### src/rtl/neuron_mac.sv
// neuron_mac: one sequential neuron. It captures NUM_INPUTS activations through
// per-input req/ack handshakes and accumulates bias plus weighted sum, one
// product per cycle. It then applies the selected activation function and
// presents the result to downstream neurons through per-output req/ack pairs.
// Weights and bias load through a daisy-chainable scan chain.
// Optional build macro: NEURON_MAC_SAT_EN. When defined, the result saturates
// to DATA_W bits. When undefined, the result wraps to the low DATA_W bits.
module neuron_mac #(
  parameter int unsigned NUM_INPUTS  = 4,
  parameter int unsigned NUM_OUTPUTS = NUM_INPUTS,
  parameter int unsigned DATA_W      = 16,
  parameter int unsigned FRAC_W      = 8
) (
  input  logic                         clk_i,
  input  logic                         reset_ni,
  input  logic                         shift_i,
  input  logic [DATA_W-1:0]            scan_di,
  output logic [DATA_W-1:0]            scan_do,
  input  logic [DATA_W*NUM_INPUTS-1:0] actv_i,
  input  logic [NUM_INPUTS-1:0]        req_i,
  output logic [NUM_INPUTS-1:0]        ack_o,
  output logic [NUM_OUTPUTS-1:0]       req_o,
  input  logic [NUM_OUTPUTS-1:0]       ack_i,
  output logic [DATA_W-1:0]            output_o,
  input  logic [1:0]                   act_mode_i,
  output logic                         busy_o
);

  localparam int unsigned ACC_W = 2 * DATA_W + $clog2(NUM_INPUTS + 1);
  localparam int unsigned PROD_W = 2 * DATA_W;
  localparam int unsigned IDX_W = (NUM_INPUTS > 1) ? $clog2(NUM_INPUTS) : 1;
  localparam logic signed [ACC_W-1:0] ACT_ONE = ACC_W'(1) << FRAC_W;

  typedef enum logic [1:0] {
    S_IDLE = 2'd0,
    S_MAC  = 2'd1,
    S_ACT  = 2'd2,
    S_OUT  = 2'd3
  } state_t;

  state_t                    r_state;
  logic                      r_busy;
  logic signed [DATA_W-1:0]  r_w    [NUM_INPUTS];
  logic signed [DATA_W-1:0]  r_actv [NUM_INPUTS];
  logic signed [DATA_W-1:0]  r_bias;
  logic [DATA_W-1:0]         r_scan_do;
  logic [NUM_INPUTS-1:0]     r_cap;
  logic [NUM_INPUTS-1:0]     r_ack;
  logic [NUM_OUTPUTS-1:0]    r_ackm;
  logic [NUM_OUTPUTS-1:0]    r_req;
  logic [DATA_W-1:0]         r_out;
  logic signed [ACC_W-1:0]   r_acc;
  logic [IDX_W-1:0]          r_idx;

  logic signed [PROD_W-1:0]  w_prod;
  logic signed [ACC_W-1:0]   w_prod_ext;
  logic signed [ACC_W-1:0]   w_bias_ext;
  logic signed [ACC_W-1:0]   w_y;
  logic signed [ACC_W-1:0]   w_act;
  logic [DATA_W-1:0]         w_out;

  assign scan_do  = r_scan_do;
  assign ack_o    = r_ack;
  assign req_o    = r_req;
  assign output_o = r_out;
  assign busy_o   = r_busy;

  // Signed product of the current activation/weight pair, widened to the accumulator
  always_comb begin
    w_prod     = r_actv[r_idx] * r_w[r_idx];
    w_prod_ext = {{(ACC_W - PROD_W){w_prod[PROD_W-1]}}, w_prod};
    w_bias_ext = {{(ACC_W - DATA_W){r_bias[DATA_W-1]}}, r_bias};
  end

  // Rescale to Q format and apply the selected activation function
  always_comb begin
    w_y   = r_acc >>> FRAC_W;
    w_act = w_y;
    case (act_mode_i)
      2'b01: if (w_y[ACC_W-1]) w_act = '0;
      2'b10: if (w_y[ACC_W-1]) w_act = w_y >>> 3;
      2'b11: begin
        if (w_y[ACC_W-1])        w_act = '0;
        else if (w_y > ACT_ONE)  w_act = ACT_ONE;
      end
      default: w_act = w_y;
    endcase
  end

`ifdef NEURON_MAC_SAT_EN
  localparam logic signed [ACC_W-1:0] SAT_MAX =
    {{(ACC_W - DATA_W + 1){1'b0}}, {(DATA_W - 1){1'b1}}};
  localparam logic signed [ACC_W-1:0] SAT_MIN =
    {{(ACC_W - DATA_W + 1){1'b1}}, {(DATA_W - 1){1'b0}}};

  // Saturating reduction to DATA_W bits
  always_comb begin
    if (w_act > SAT_MAX)      w_out = SAT_MAX[DATA_W-1:0];
    else if (w_act < SAT_MIN) w_out = SAT_MIN[DATA_W-1:0];
    else                      w_out = w_act[DATA_W-1:0];
  end
`else
  logic w_unused_hi;

  // Wrapping reduction to DATA_W bits; upper bits are intentionally dropped
  always_comb begin
    w_out       = w_act[DATA_W-1:0];
    w_unused_hi = ^w_act[ACC_W-1:DATA_W];
  end
`endif

  // Scan chain, handshakes and IDLE/MAC/ACT/OUTPUT sequencing; shift overrides all
  always_ff @(posedge clk_i or negedge reset_ni) begin
    if (!reset_ni) begin
      r_state   <= S_IDLE;
      r_busy    <= 1'b0;
      r_bias    <= '0;
      r_scan_do <= '0;
      r_cap     <= '0;
      r_ack     <= '0;
      r_ackm    <= '0;
      r_req     <= '0;
      r_out     <= '0;
      r_acc     <= '0;
      r_idx     <= '0;
      for (int i = 0; i < NUM_INPUTS; i++) begin
        r_w[i]    <= '0;
        r_actv[i] <= '0;
      end
    end else if (shift_i) begin
      r_w[0] <= scan_di;
      for (int i = 1; i < NUM_INPUTS; i++) r_w[i] <= r_w[i-1];
      r_bias    <= r_w[NUM_INPUTS-1];
      r_scan_do <= r_bias;
      r_state   <= S_IDLE;
      r_busy    <= 1'b0;
      r_req     <= '0;
      r_ack     <= '0;
      r_cap     <= '0;
      r_ackm    <= '0;
    end else begin
      r_ack <= '0;
      case (r_state)
        S_IDLE: begin
          for (int i = 0; i < NUM_INPUTS; i++) begin
            if (req_i[i] && !r_cap[i]) begin
              r_actv[i] <= actv_i[DATA_W*i +: DATA_W];
              r_ack[i]  <= 1'b1;
            end
          end
          if (&(r_cap | req_i)) begin
            r_cap   <= '0;
            r_acc   <= w_bias_ext <<< FRAC_W;
            r_idx   <= '0;
            r_state <= S_MAC;
            r_busy  <= 1'b1;
          end else begin
            r_cap <= r_cap | req_i;
          end
        end
        S_MAC: begin
          r_acc <= r_acc + w_prod_ext;
          r_idx <= r_idx + IDX_W'(1);
          if (r_idx == IDX_W'(NUM_INPUTS - 1)) r_state <= S_ACT;
        end
        S_ACT: begin
          r_out   <= w_out;
          r_req   <= '1;
          r_state <= S_OUT;
        end
        S_OUT: begin
          r_req  <= r_req & ~ack_i;
          r_ackm <= r_ackm | ack_i;
          if (&(r_ackm | ack_i)) begin
            r_req   <= '0;
            r_ackm  <= '0;
            r_state <= S_IDLE;
            r_busy  <= 1'b0;
          end
        end
        default: begin
          r_state <= S_IDLE;
          r_busy  <= 1'b0;
        end
      endcase
    end
  end

endmodule
### config.mk
export PLATFORM = sky130hd
export DESIGN_NAME = neuron_mac
export DESIGN_NICKNAME = d
export VERILOG_FILES = /design/src/rtl/neuron_mac.sv
export SDC_FILE = /design/constraint.sdc
export NUM_CORES = 1
export LEC_CHECK = 0
export ABC_AREA = 1
export CORE_MARGIN = 2
export CORE_UTILIZATION = 45
export DETAILED_ROUTE_END_ITERATION = 8
export MAX_ROUTING_LAYER = met4
export PLACE_DENSITY = 0.7
export SLEW_MARGIN = 40
export SYNTH_ARGS = -nofsm -noshare
export SYNTH_HDL_FRONTEND = slang
export SYNTH_SLANG_ARGS = --single-unit
### constraint.sdc
create_clock -name clk_i -period 7.4 [get_ports clk_i]
set_input_delay 1.11 -clock clk_i [delete_from_list [all_inputs] [get_ports clk_i]]
set_output_delay 1.11 -clock clk_i [all_outputs]
set_load 0.02 [all_outputs]
; Yosys cells after proc, flatten, opt, wreduce, memory -nomap -nowiden
; Cells that the tools add are included.
[word_totals]
regBits = 232
latch_bits = 0
ram_bits = 0
rom_bits = 0
elab_cells = 104
memories = 0
[op_classes]
n_addsub = 2
n_mul = 1
n_div = 0
order_cmp = 2
eq_ne = 11
shift = 0
muxes = 39
n_bitwise = 6
reduce_logical = 24
[ops]
columns = op, n
row1 = $mux 16, 8
row2 = $pmux 35 s2, 1
row3 = $bmux 16 s2, 2
row4 = $pmux 16 s3, 1
row5 = $mux 4, 10
row6 = $add 35x32->35, 1
row7 = $mux 35, 1
row8 = $mul 16x16->32, 1
row9 = $gt 27x10->1 const B, 1
row10 = $reduce_and 3->1, 7
row11 = $eq 2x2->1 const B, 5
row12 = $mux 2, 5
row13 = $ne 3x3->1 const B, 3
row14 = $or 4x4->4, 2
row15 = $pmux 2 s4, 1
row16 = $pmux 4 s2, 1
row17 = $reduce_and 4->1, 2
row18 = $mux 1, 7
row19 = $reduce_bool 2->1, 3
row20 = $reduce_bool 3->1, 2
row21 = $and 4x4->4, 1
row22 = $eq 2x1->1 const B, 2
row23 = $logic_and 1x1->1, 4
row24 = $logic_not 1->1, 4
row25 = 10 further kinds, 10

; Logic depth before layout (Yosys ltp)
[logic_depth]
depth_word = 7
ltp_mapped = 33
ltp_nobuf = 31

; Worst setup path before layout
; Ideal clock, no wire load.
[synth_path]
kind = register to register
start = reg r_idx[0]
end = reg r_acc[34]
setup_time_ns = 0.121
arrival_ns = 6.044
t_required_ns = 7.279
slack_ns = 1.235
path_stages_with_launch = 30
period_less_slack_ns = 6.165
cell_sequence = dfrtp_1 buf_6 inv_8 buf_6 buf_6 nand2_1 a32oi_1 inv_2 nor2_1 inv_1 fa_1 inv_1 fa_1 fa_1 inv_1 fa_1 inv_1 fa_1 inv_1 fa_1 inv_1 ha_1 a21oi_1 nand2_1 a21oi_1 nand2_1 a21oi_1 nand3_1 nand3_1 a21oi_2
[synth_between]
elab_chain_len = 7
word_cells_on_any_way = 10
cone_classes = add/sub: 1 / mul: 1 / mux: 7 / bitwise: 1
[synth_rtl]
columns = item, line
row1 = "start, declared", 53  ; logic [IDX_W-1:0] r_idx;
row2 = "start signal, assigned", 163  ; r_idx <= r_idx + IDX_W'(1);
row3 = $not 2->3 (implied by the code) (*), 70  ; w_prod = r_actv[r_idx] * r_w[r_idx];
row4 = $bmux 16 s2, 70
row5 = $mux 16 (implied by the code) (2 in a row), 70
row6 = $mul 16x16->32 (*), 70
row7 = $add 35x32->35 (*), 162  ; r_acc <= r_acc + w_prod_ext;
row8 = $pmux 35 s2 (*), 143  ; case (r_state)
row9 = "end signal, assigned", 153  ; r_acc <= w_bias_ext <<< FRAC_W;
row10 = "end signal, assigned", 162
row11 = "end, declared", 52  ; logic signed [ACC_W-1:0] r_acc;
; Mark *: on every way between the ends. The rest lies on a longest branch, timed or not. The select of a mux whose other input is x is not followed.
; A chain may end at the register's enable or synchronous reset.

; Worst setup path after layout
[layout_path]
start = reg r_idx[1]
end = reg r_acc[23]
; The elaborated chain is that of the path after synthesis.

==> results.yml <==
routing:
  drt_wl_total_um: 69300
  avgRoutedWirePerCell_um: 19.4
  ant_nets: 0
  drt_iter0_drc: 1411
  first_pass_iters: 5
  drc: 0
  viasPerCell: 5.28
  vias: 18900
grt:
  track_usage: 0.285
  antenna_found_initial: 0
  grt_max_degree: 99
  grt_first_pass_wirelength_um: 113000
  first_global_vias: 20100
  grt-ovfl-total: 0
setup_path:
  crit_start: "r_idx[1]"
  crit_path_end_kind: "flip-flop"
  worst_path_max_delay_cell: "fa_1"
  worstSetupStartpointType: "flip-flop"
  r2r_start: "r_idx[1]"
  cp.required_ps: 7830
  critPathKind: "flip-flop to flip-flop"
  cp_max_fo: 34
  slowest_delay_ps: 520
  arrival_ps: 7430
  reg2regPathDepth: 27
cts:
  ctsHoldBuffers: 0
  cts_resized: 0
  clk_latency_ps: 600
  cts_buffers: 28
  postCtsSetupBuffers: 0
  clock_path_buffers: 3
  cts_tree: "done"
  clock-root-buffer: "clkbuf_16"
  cts_sinks: 232
  htreeDepth: 1
  clk_pin_slew_ps: 60
sta:
  clock-skew-final_ps: 37.8
  slew_violations: 0
  finalCriticalPeriod_ps: 7010
  final.setup.tns_ps: 0
  hold_violations: 0
  fmax_mhz: 143
  finalSetupViolCount: 0
  worstMarginPinSlew_ps: 815
  final.period_utilization: 0.947
  slew_headroom: 0.457
synth:
  async_reset_ff_frac: 1.00
  netlist_instances: 2772
  synth_nets: 3284
  ys_seq_elements: 232
  ys_seq_area_frac: 0.254
  synth_edf_count: 0
  avgSynthCellArea_sq_um: 8.23
  ys_types: 51
  ys.flop_type: "dfrtp_1"
  synth_top_cell_area_share: 0.272
  yosysTopAreaCell: "fa_1"
  netlist_area_sq_um: 22800
  ys_top_cells_by_area: "fa_1 27%, dfrtp_1 25%, nand2_1 13%"
  ys_warn_count: 0
layout:
  layout-drive-gt1-share: 0.0639
  nNetsFinal: 3401
  layout_commonest_cell: "nand2_1"
  num_antenna_cells: 0
  final_cell_mix: "819 x nand2_1, 505 x inv_1, 309 x fa_1"
  area_growth_pct: 13.1
min_path:
  hold_start: "scan_do[15]"
  hold_path.class: "flip-flop to flip-flop"
  min_path_cells: 2
floorplanning:
  dieArea_sq_um: 52500
  io_pins: 134
  core_area_sq_um: 50100
  num_rows: 82
  die_w_um: 229
  start_util: 0.456
  die_h_um: 229
run_status:
  run_status: "completed"
placed_design:
  place.gp.congestion: 0.980
  portBuffers: 133
  dp_hpwl_um: 55700
job:
  cap_violations: 0
stage by stage:
| stage | instance area (sq um) | hold WS [ps] | std cells | setup WS, ps | util |
|---|---|---|---|---|---|
| after CTS | 25800 | 479 | 3583 | 275 | 0.515 |
| after global routing | 25800 | 493 | 3583 | -2.29 | 0.515 |
| final | 25800 | 473 | 3583 | 394 | 0.515 |
| after floorplan | 22800 | 449 | 2772 | 1240 | - |
| after detailed placement | 24800 | 462 | 3531 | 298 | 0.495 |
| after global placement | 24800 | 458 | 3530 | 314 | 0.494 |
registers in the layout (all words and copies together), names as in the netlist:
signal,cells
busy_o,1
r_state,2
r_actv,64
req_o,4
r_ackm,4
output_o,16
r_idx,2
r_w,64
r_bias,16
scan_do,16
r_acc,35
r_cap,4
ack_o,4
path summary, 6_finish.rpt:
| path | endpoint | slack (ps) |
|---|---|---|
| worst max-delay path | r_acc[23] | 390 |
| worst min-delay path | scan_do[15] | 470 |
| worst max register to register | r_acc[23] | 390 |
| worst min register to register | scan_do[15] | 470 |
| max in group asynchronous | r_bias[2] | 5630 |
| min in group asynchronous | ack_o[1] | 510 |
final cells by class:
type                       count  area [sq um]
fill                        4764         24300
timing repair buffer         177          1710
sequential                   232          5810
inverter                     538          2050
tap                          672           841
multi-input combinational   1912         14400
clock buffer                  37           786
clock inverter                15           199
synth_stat cells, types with 12 or more instances:
cell type	number
dfrtp_1	232
nand4_1	24
nand3_1	48
ha_1	109
clkbuf_1	30
buf_2	21
a32oi_2	12
nand2_2	13
inv_1	505
nor2_2	13
a21oi_1	108
nand2_1	820
nor2_1	244
buf_4	15
inv_2	22
o21ai_0	103
fa_1	310
o22ai_1	20
buf_6	18
critical path, delay by kind of cell, from the launching register on:
kind                       cells  cell delay [ps]
and+or+nand+nor                8             1400
adders and majority gates      7             3280
buffers and inverters          9             1340
DFF                            1              390
AOI/OAI and AO/OA              3              400
cells by family (layout without fill, tap and decap cells):
family	count (synthesis)	in the layout	synth area share
AND/OR/NAND/NOR	1182	1182	0.206
buffers and inverters	628	767	0.114
adder cells (fa/ha/maj)	419	419	0.332
AO/OA/AOI/OAI	295	295	0.0869
flip-flops	232	232	0.254
XOR/XNOR	16	16	0.00614
layer usage:
layer	vias to the layer above	track usage	part of all wire
met5	-	-	0
met4	0	0.0893	0.035
met3	141	0.0535	0.082
met2	747	0.448	0.46
met1	9413	0.374	0.42
li1	8612	-	-
Power is not shown: default switching activity piles up to over one toggle a cycle in this logic, so the estimate is an artifact.
